--- src/rtl/receive_pcs.sv ---
// receive_pcs: 1000BASE-X style receive PCS.
// Tracks the idle / start / data / end-of-packet sequence of 10-bit
// code-groups from the synchronizer and produces registered GMII-style
// RXD / RX_DV / RX_ER / receiving.  Code-group to octet decoding is done
// externally (dec_data / dec_valid arrive in the same cycle as SUDI).
// Optional feature: define RX_ERR_CNT_EN to add the saturating 8-bit
// receive-error counter output rx_err_cnt.
module receive_pcs #(
  parameter logic [7:0] SFD_BYTE = 8'h55
) (
  input  logic       rx_clk,
  input  logic       mr_main_reset,
  input  logic [9:0] SUDI,
  input  logic       rx_even,
  input  logic       code_sync_status,
  input  logic [7:0] dec_data,
  input  logic       dec_valid,
  output logic [7:0] RXD,
  output logic       RX_DV,
  output logic       RX_ER,
  output logic       receiving
`ifdef RX_ERR_CNT_EN
  ,
  output logic [7:0] rx_err_cnt
`endif
);

  // Special code-groups, both running disparities (bit9 = a ... bit0 = j).
  localparam logic [9:0] K285_N = 10'b0011111010;
  localparam logic [9:0] K285_P = 10'b1100000101;
  localparam logic [9:0] D162_N = 10'b0110110101;
  localparam logic [9:0] D162_P = 10'b1001000101;
  localparam logic [9:0] S_N    = 10'b1101101000;
  localparam logic [9:0] S_P    = 10'b0010010111;
  localparam logic [9:0] T_N    = 10'b1011101000;
  localparam logic [9:0] T_P    = 10'b0100010111;
  localparam logic [9:0] R_N    = 10'b1110101000;
  localparam logic [9:0] R_P    = 10'b0001010111;

  typedef enum logic [2:0] {
    LINK_FAILED,
    WAIT_FOR_K,
    RX_K,
    IDLE_D,
    RECEIVE,
    TRI,
    EPD_R
  } state_e;

  state_e     state_q, state_d;
  logic [7:0] rxd_q, rxd_d;
  logic       dv_q, dv_d;
  logic       er_q, er_d;
  logic       recv_q, recv_d;

  logic is_k285, is_d162, is_s, is_t, is_r, k_even;

  // Classify the current code-group; a comma only counts on an even position.
  always_comb begin
    is_k285 = (SUDI == K285_N) || (SUDI == K285_P);
    is_d162 = (SUDI == D162_N) || (SUDI == D162_P);
    is_s    = (SUDI == S_N)    || (SUDI == S_P);
    is_t    = (SUDI == T_N)    || (SUDI == T_P);
    is_r    = (SUDI == R_N)    || (SUDI == R_P);
    k_even  = is_k285 && rx_even;
  end

  // Next state and next output values; everything idles unless a state says otherwise.
  always_comb begin
    state_d = state_q;
    rxd_d   = 8'h00;
    dv_d    = 1'b0;
    er_d    = 1'b0;
    recv_d  = 1'b0;
    if (!code_sync_status) begin
      // Loss of sync abandons everything silently: no error flag.
      state_d = LINK_FAILED;
    end else begin
      case (state_q)
        LINK_FAILED: begin
          state_d = WAIT_FOR_K;
        end
        WAIT_FOR_K: begin
          if (k_even) state_d = RX_K;
        end
        RX_K: begin
          if (is_d162) state_d = IDLE_D;
          else         state_d = WAIT_FOR_K;
        end
        IDLE_D: begin
          if (k_even) begin
            state_d = RX_K;
          end else if (is_s) begin
            state_d = RECEIVE;
            rxd_d   = SFD_BYTE;
            dv_d    = 1'b1;
            recv_d  = 1'b1;
          end else begin
            state_d = WAIT_FOR_K;
          end
        end
        RECEIVE: begin
          recv_d = 1'b1;
          if (is_t) begin
            // End of packet; receiving stays up until the /R/ check in TRI.
            state_d = TRI;
          end else if (k_even) begin
            // Comma inside a frame: frame cut short, flag it and resync on idle.
            state_d = RX_K;
            rxd_d   = dec_data;
            dv_d    = 1'b1;
            er_d    = 1'b1;
            recv_d  = 1'b0;
          end else if (dec_valid) begin
            rxd_d = dec_data;
            dv_d  = 1'b1;
          end else begin
            // Corrupt code-group: keep the frame open, mark this octet bad.
            rxd_d = dec_data;
            dv_d  = 1'b1;
            er_d  = 1'b1;
          end
        end
        TRI: begin
          if (is_r) begin
            state_d = EPD_R;
          end else begin
            state_d = WAIT_FOR_K;
            er_d    = 1'b1;
          end
        end
        EPD_R: begin
          if (k_even)    state_d = RX_K;
          else if (is_r) state_d = EPD_R;
          else           state_d = WAIT_FOR_K;
        end
        default: begin
          state_d = LINK_FAILED;
        end
      endcase
    end
  end

  // State and output registers; reset drops any frame in progress immediately.
  always_ff @(posedge rx_clk or negedge mr_main_reset) begin
    if (!mr_main_reset) begin
      state_q <= LINK_FAILED;
      rxd_q   <= 8'h00;
      dv_q    <= 1'b0;
      er_q    <= 1'b0;
      recv_q  <= 1'b0;
    end else begin
      state_q <= state_d;
      rxd_q   <= rxd_d;
      dv_q    <= dv_d;
      er_q    <= er_d;
      recv_q  <= recv_d;
    end
  end

  assign RXD       = rxd_q;
  assign RX_DV     = dv_q;
  assign RX_ER     = er_q;
  assign receiving = recv_q;

`ifdef RX_ERR_CNT_EN
  logic [7:0] err_cnt_q, err_cnt_d;

  function automatic logic [7:0] sat_inc(input logic [7:0] v);
    return (v == 8'hFF) ? v : v + 8'd1;
  endfunction

  // Count one per cycle in which RX_ER is registered high; the count sticks at 255.
  always_comb begin
    err_cnt_d = err_cnt_q;
    if (er_d) err_cnt_d = sat_inc(err_cnt_q);
  end

  // Error counter register; only reset clears it.
  always_ff @(posedge rx_clk or negedge mr_main_reset) begin
    if (!mr_main_reset) err_cnt_q <= 8'h00;
    else                err_cnt_q <= err_cnt_d;
  end

  assign rx_err_cnt = err_cnt_q;
`endif

endmodule

--- config.mk ---
export PLATFORM = sky130hd
export DESIGN_NAME = receive_pcs
export DESIGN_NICKNAME = d
export VERILOG_FILES = /design/src/rtl/receive_pcs.sv
export SDC_FILE = /design/constraint.sdc
export NUM_CORES = 1
export LEC_CHECK = 0
export BUFFER_PORTS_ARGS = -buffer_cell sky130_fd_sc_hd__buf_4
export CAP_MARGIN = 20
export CORE_AREA = 2 2 46 48
export DETAILED_ROUTE_END_ITERATION = 8
export DIE_AREA = 0 0 48 50
export PLACE_DENSITY = 0.74
export REMOVE_ABC_BUFFERS = 1
export SETUP_SLACK_MARGIN = 0.05
export SYNTH_ARGS = -nofsm -noshare
export SYNTH_HDL_FRONTEND = slang
export SYNTH_SLANG_ARGS = --single-unit
--- constraint.sdc ---
create_clock -name rx_clk -period 1.85 [get_ports rx_clk]
set_input_delay 0.185 -clock rx_clk [delete_from_list [all_inputs] [get_ports rx_clk]]
set_output_delay 0.185 -clock rx_clk [all_outputs]
set_load 0.01 [all_outputs]
======== After elaboration in Yosys (flattened, before gate mapping) ========
Cells that the tools add are included.
word-level totals
  bits in latches ......................... 0
  output and inout bits ................... 11
  memories ................................ 0
  bits in writable memories ............... 0
  ROM bits ................................ 0
  logic and storage cells ................. 57
  register bits after elaboration ......... 14
cells by class
  mux-type cells .......................... 29
  order comparisons ....................... 0
  add/sub/neg operators ................... 0
  equal/unequal tests ..................... 16
  bitwise operators ....................... 0
  reduce and logical (&&, ||, !) cells .... 7
  multiply operators ...................... 0
  shifts and indexed selects .............. 0
  div/mod/pow operators ................... 0
operators by type and width
  operator              number
  $eq 10x10->1 const B  5
  $mux 3                7
  $pmux 3 s7            1
  $eq 10x8->1 const B   2
  $eq 10x9->1 const B   2
  $mux 8                2
  $pmux 8 s2            1
  $mux 7                2
  $mux 1                12
  $eq 10x7->1 const B   1
  $eq 3x3->1 const B    3
  $eq 3x2->1 const B    2
  $pmux 1 s2            3
  $logic_or 1x1->1      5
  $eq 3x1->1 const B    1
  $logic_not 3->1       1
  $mux 2                1
  $logic_and 1x1->1     1

======== Depth between registers and ports, before layout ========
  depth in word-level cells ............... 7
  depth in mapped cells ................... 6
  mapped depth without buffers ............ 5

======== Least setup slack after synthesis ========
No wires, ideal clock.
  path type ............................... input to register
  start point ............................. in SUDI[2]
  end point ............................... reg rxd_q[1] (netlist: RXD[1])
  data arrival time ....................... 1431 ps
  stages on the path ...................... 5
  library setup time ...................... 120 ps
  required time ........................... 1730 ps
  setup slack ............................. 299 ps
  cell sequence ........................... and4bb_2 > or4b_1 > and3_1 > buf_6 > and3_1
between the ends
  cells in the longest elaborated chain, start to end .. 6
  elaborated cells between the ends (all ways) .. 11
RTL lines
  what                                         line  text
  from (decl)                                  13    input logic [9:0] SUDI,
  $eq 10x8->1 or $eq 10x10->1 (tied branches)  60    is_k285 = (SUDI == K285_N) || (SUDI == K285_P);
  $logic_or 1x1->1                             60
  $logic_and 1x1->1                            65    k_even = is_k285 && rx_even;
  $mux 7                                       91    if (k_even) begin
  $pmux 8 s2 (*)                               79    case (state_q)
  $mux 8 (*)                                   75    if (!code_sync_status) begin
  via rxd_d[1]                                 51    logic [7:0] rxd_q, rxd_d;
  to (signal assigned)                         154   rxd_q <= rxd_d;
  to (decl)                                    51
Mark *: on every way through the listed nets, which the timed path passes. The rest lies on a longest branch.

======== Worst setup path after layout ========
  start point ............................. reg state_q[1]
  end point ............................... reg rxd_q[0] (netlist: RXD[0])
between the ends
  cells in the longest elaborated chain, start to end .. 3
  elaborated cells between the ends (all ways) .. 4
RTL lines
  what                                      line  text
  from (decl)                               50    state_e state_q, state_d;
  from (signal assigned)                    153   state_q <= state_d;
  $eq 3x3->1 or $eq 3x2->1 (tied branches)  79
  $pmux 8 s2 (*)                            79
  $mux 8 (*)                                75
  via rxd_d[0]                              51
Marked as above.

==> impl_metrics.tcl <==
set metrics [dict create \
    path_buf_inv 0 \
    startpoint_type "flip-flop" \
    fin_hold_ws_ns 0.148 \
    ant_nets 0 \
    synthCells 95 \
    grt_max_degree 15 \
    skew_ns 0.00170 \
    grt_pass1_vias 714 \
    io_pins 34 \
    met1_usage 0.191 \
    setup_tns_ns 0 \
    r2r-start "state_q[1]$_DFF_PN0_" \
    netlist_area_um2 840 \
    maxSlewViolCount 0 \
    worst_pin_slew_ns 0.378 \
    grtUsageMet2 0.284 \
    drt_iter0_markers 20 \
    grt_util_met3 0.0256 \
    avgSynthCellArea_um2 8.84 \
    outcome "finished clean" \
    postCtsSetupBuffers 0 \
    syn_to_final_growth_pct 37.7 \
    hold_end "RXD[3]$_DFF_PN0_" \
    clk_latency_ns 0.27 \
    grt-busiest-layer "met2" \
    path_clk_slew_ns 0.08 \
    crit_type "reg -> reg" \
    ys_seq_area_frac 0.417 \
    slowest_delay_ns 0.49 \
    drt_wl_total_mm 1.90 \
    placementRows 16 \
    min_period_ns 1.53 \
    hpwl_mm 1.50 \
    n_antenna_cell 0 \
    cts_sinks 14 \
    yosys_warnings 0 \
    grt_pass1_wl_mm 2.92 \
    core_um2 1900 \
    clockBufferDepth 2 \
    slew_headroom 0.745 \
    via_count 847 \
    grt-ovfl-total 0 \
    rsz0062_at_grt "false" \
    yosysTopAreaCellShare 0.417 \
    powerDensity_nw_per_um2 518 \
    yosysUniqueCellTypes 29 \
    end_kind "flip-flop" \
    crit_fanout 11 \
    die_h_um 50 \
    cap_violations 0 \
    regToRegSetupSlack_ns 0.32 \
    nets 155 \
    wire_per_inst_um 12.0 \
    post_drt_via_cell_ratio 5.36 \
    p_leak_nw 0.542 \
    hold_violations 0 \
    finalSetupViolations 0 \
    hp-class "in -> reg" \
    port_buffers 33 \
    die_w_um 48 \
    gp_congestion 0.890 \
    grtUsageTotal 0.163 \
    cp_cell_sequence "nand2b_1 > nor2_1 > and3_1 > nand2_1 > a21oi_1" \
    fillers 173 \
    cts_tree "done" \
    antenna_found_initial 0 \
    h-tree-depth 1 \
    cts_resized 0 \
    reg2reg_to "RXD[0]$_DFF_PN0_" \
    firstDrtPassIters 4 \
    yosys.area.top_type "dfrtp_1" \
    synth_seq_cells 14 \
    hold_path_startpoint "dec_data[3]" \
    worstHoldPathCells 2 \
    layout-drive-gt1-share 0.321 \
    crit_arrival_ns 1.73 \
    finalCritPeriodShare 0.829 \
    cts-root-buf "clkbuf_4" \
    synth_area_leaders "dfrtp_1 (42%), a21oi_1 (7.2%), and4bb_2 (6.0%), nand3_1 (4.8%), and3_1 (4.5%)" \
    max_freq_ghz 0.652 \
    cp_top_family "simple AND/OR/NAND/NOR gates" \
    cts_buffers 3 \
    ir_worst_vdd_uv 200 \
    drc_errors 0 \
    start_util 0.441 \
    cp.required_ns 2.05 \
    r2r_cells 5 \
    slowest_stage "dfrtp_1" \
    die_area_um2 2400 \
]
state kept, by name (all words and copies together) (netlist names):
name and cells:
RXD 8, state_q 3, RX_DV 1, RX_ER 1
receiving 1
final cells by class:
type / instances / area [µm²] / share of cell area
Multi-Input combinational cell: 73 / 452 / 0.391
Timing Repair Buffer: 35 / 265 / 0.229
Tap cell: 27 / 33.8 / 0.0292
Clock buffer: 4 / 36.3 / 0.0314
Inverter: 5 / 18.8 / 0.0162
Sequential cell: 14 / 350 / 0.303
layer usage:
layer	share of wire	vias up
met3	0.071	2
met1	0.43	382
li1	-	428
met2	0.49	35
met5	0	-
met4	0.0053	0
timing repair:
| action | in CTS | in global routing |
|---|---|---|
| hold buffers | 1 | 0 |
| endpoints found under the setup margin | 0 | 0 |
| hold endpoints to repair | 14 | 0 |
logic make-up after synthesis:
group,share of synthesized area
AOI/OAI and AO/OA,0.183
and+or+nand+nor,0.355
buffers and inverters,0.0447
DFF,0.417
placed cells by master, fill, tap and decap left out:
cell	instances
buf_4	34
dfrtp_1	14
a21oi_1	12
nand2_1	10
nand3_1	8
and3_1	6
inv_1	5
and4bb_2	4
nand4_1	4
nor2b_1	4
nor2_1	3
o21ai_0	3
clkbuf_4	3
a21boi_0	2
and2_1	2
a31oi_1	2
nand2b_1	1
and3b_1	1
nand4bb_1	1
or4b_1	1
a211o_1	1
o21bai_1	1
nand3b_1	1
o31ai_1	1
nor4_1	1
a221oi_1	1
a2111o_1	1
a211oi_1	1
nand4b_1	1
clkbuf_8	1
dlygate4sd3_1	1
Yosys cell counts:
| library cell | instances |
|---|---|
| a2111o_1 | 1 |
| a211o_1 | 1 |
| a211oi_1 | 1 |
| a21boi_0 | 2 |
| a21oi_1 | 12 |
| a221oi_1 | 1 |
| a31oi_1 | 2 |
| and2_1 | 2 |
| and3_1 | 6 |
| and3b_1 | 1 |
| and4bb_2 | 4 |
| buf_6 | 1 |
| clkbuf_1 | 2 |
| dfrtp_1 | 14 |
| inv_1 | 5 |
| nand2_1 | 10 |
| nand2b_1 | 1 |
| nand3_1 | 8 |
| nand3b_1 | 1 |
| nand4_1 | 4 |
| nand4b_1 | 1 |
| nand4bb_1 | 1 |
| nor2_1 | 3 |
| nor2b_1 | 4 |
| nor4_1 | 1 |
| o21ai_0 | 3 |
| o21bai_1 | 1 |
| o31ai_1 | 1 |
| or4b_1 | 1 |
worst max path at each step:
| stage | slack [ns] | endpoint | from | depth (start not counted) |
|---|---|---|---|---|
| CTS | 0.33 | RXD[0]$_DFF_PN0_ | state_q[1]$_DFF_PN0_ | 5 |
| detailed placement | 0.11 | RXD[5]$_DFF_PN0_ | SUDI[2] | 5 |
| global placement | 0.13 | RXD[5]$_DFF_PN0_ | SUDI[2] | 5 |
| floorplan | 0.33 | RXD[1]$_DFF_PN0_ | SUDI[2] | 4 |
| global route | 0.15 | RXD[0]$_DFF_PN0_ | state_q[1]$_DFF_PN0_ | 5 |
| finish | 0.32 | RXD[0]$_DFF_PN0_ | state_q[1]$_DFF_PN0_ | 5 |
stage by stage:
| step | cells | util | instance area [µm²] | setup WS (ns) | total power [mW] |
|---|---|---|---|---|---|
| global route | 158 | 0.608 | 1160 | 0.152 | 0.627 |
| global placement | 153 | 0.584 | 1110 | 0.132 | 0.394 |
| floorplan | 92 | - | 821 | 0.330 | 0.341 |
| detailed placement | 153 | 0.584 | 1110 | 0.108 | 0.396 |
| finish | 158 | 0.608 | 1160 | 0.317 | 0.599 |
| CTS | 158 | 0.608 | 1160 | 0.335 | 0.605 |
worst register-to-register path: stages, from the launching register on:
cell and delay (ns):
dfrtp_1 0.49, nand2b_1 0.21, nor2_1 0.16, and3_1 0.36, nand2_1 0.09, a21oi_1 0.15
where the power goes:
group | leakage [nW] | switching, mW | internal (mW) | total, mW
clock network | 0.0210 | 0.0881 | 0.120 | 0.208
registers | 0.193 | 0.00554 | 0.308 | 0.313
logic | 0.328 | 0.0332 | 0.0453 | 0.0785
total | 0.542 | 0.127 | 0.472 | 0.599
Note: power is estimated with default switching activity, not from simulation.
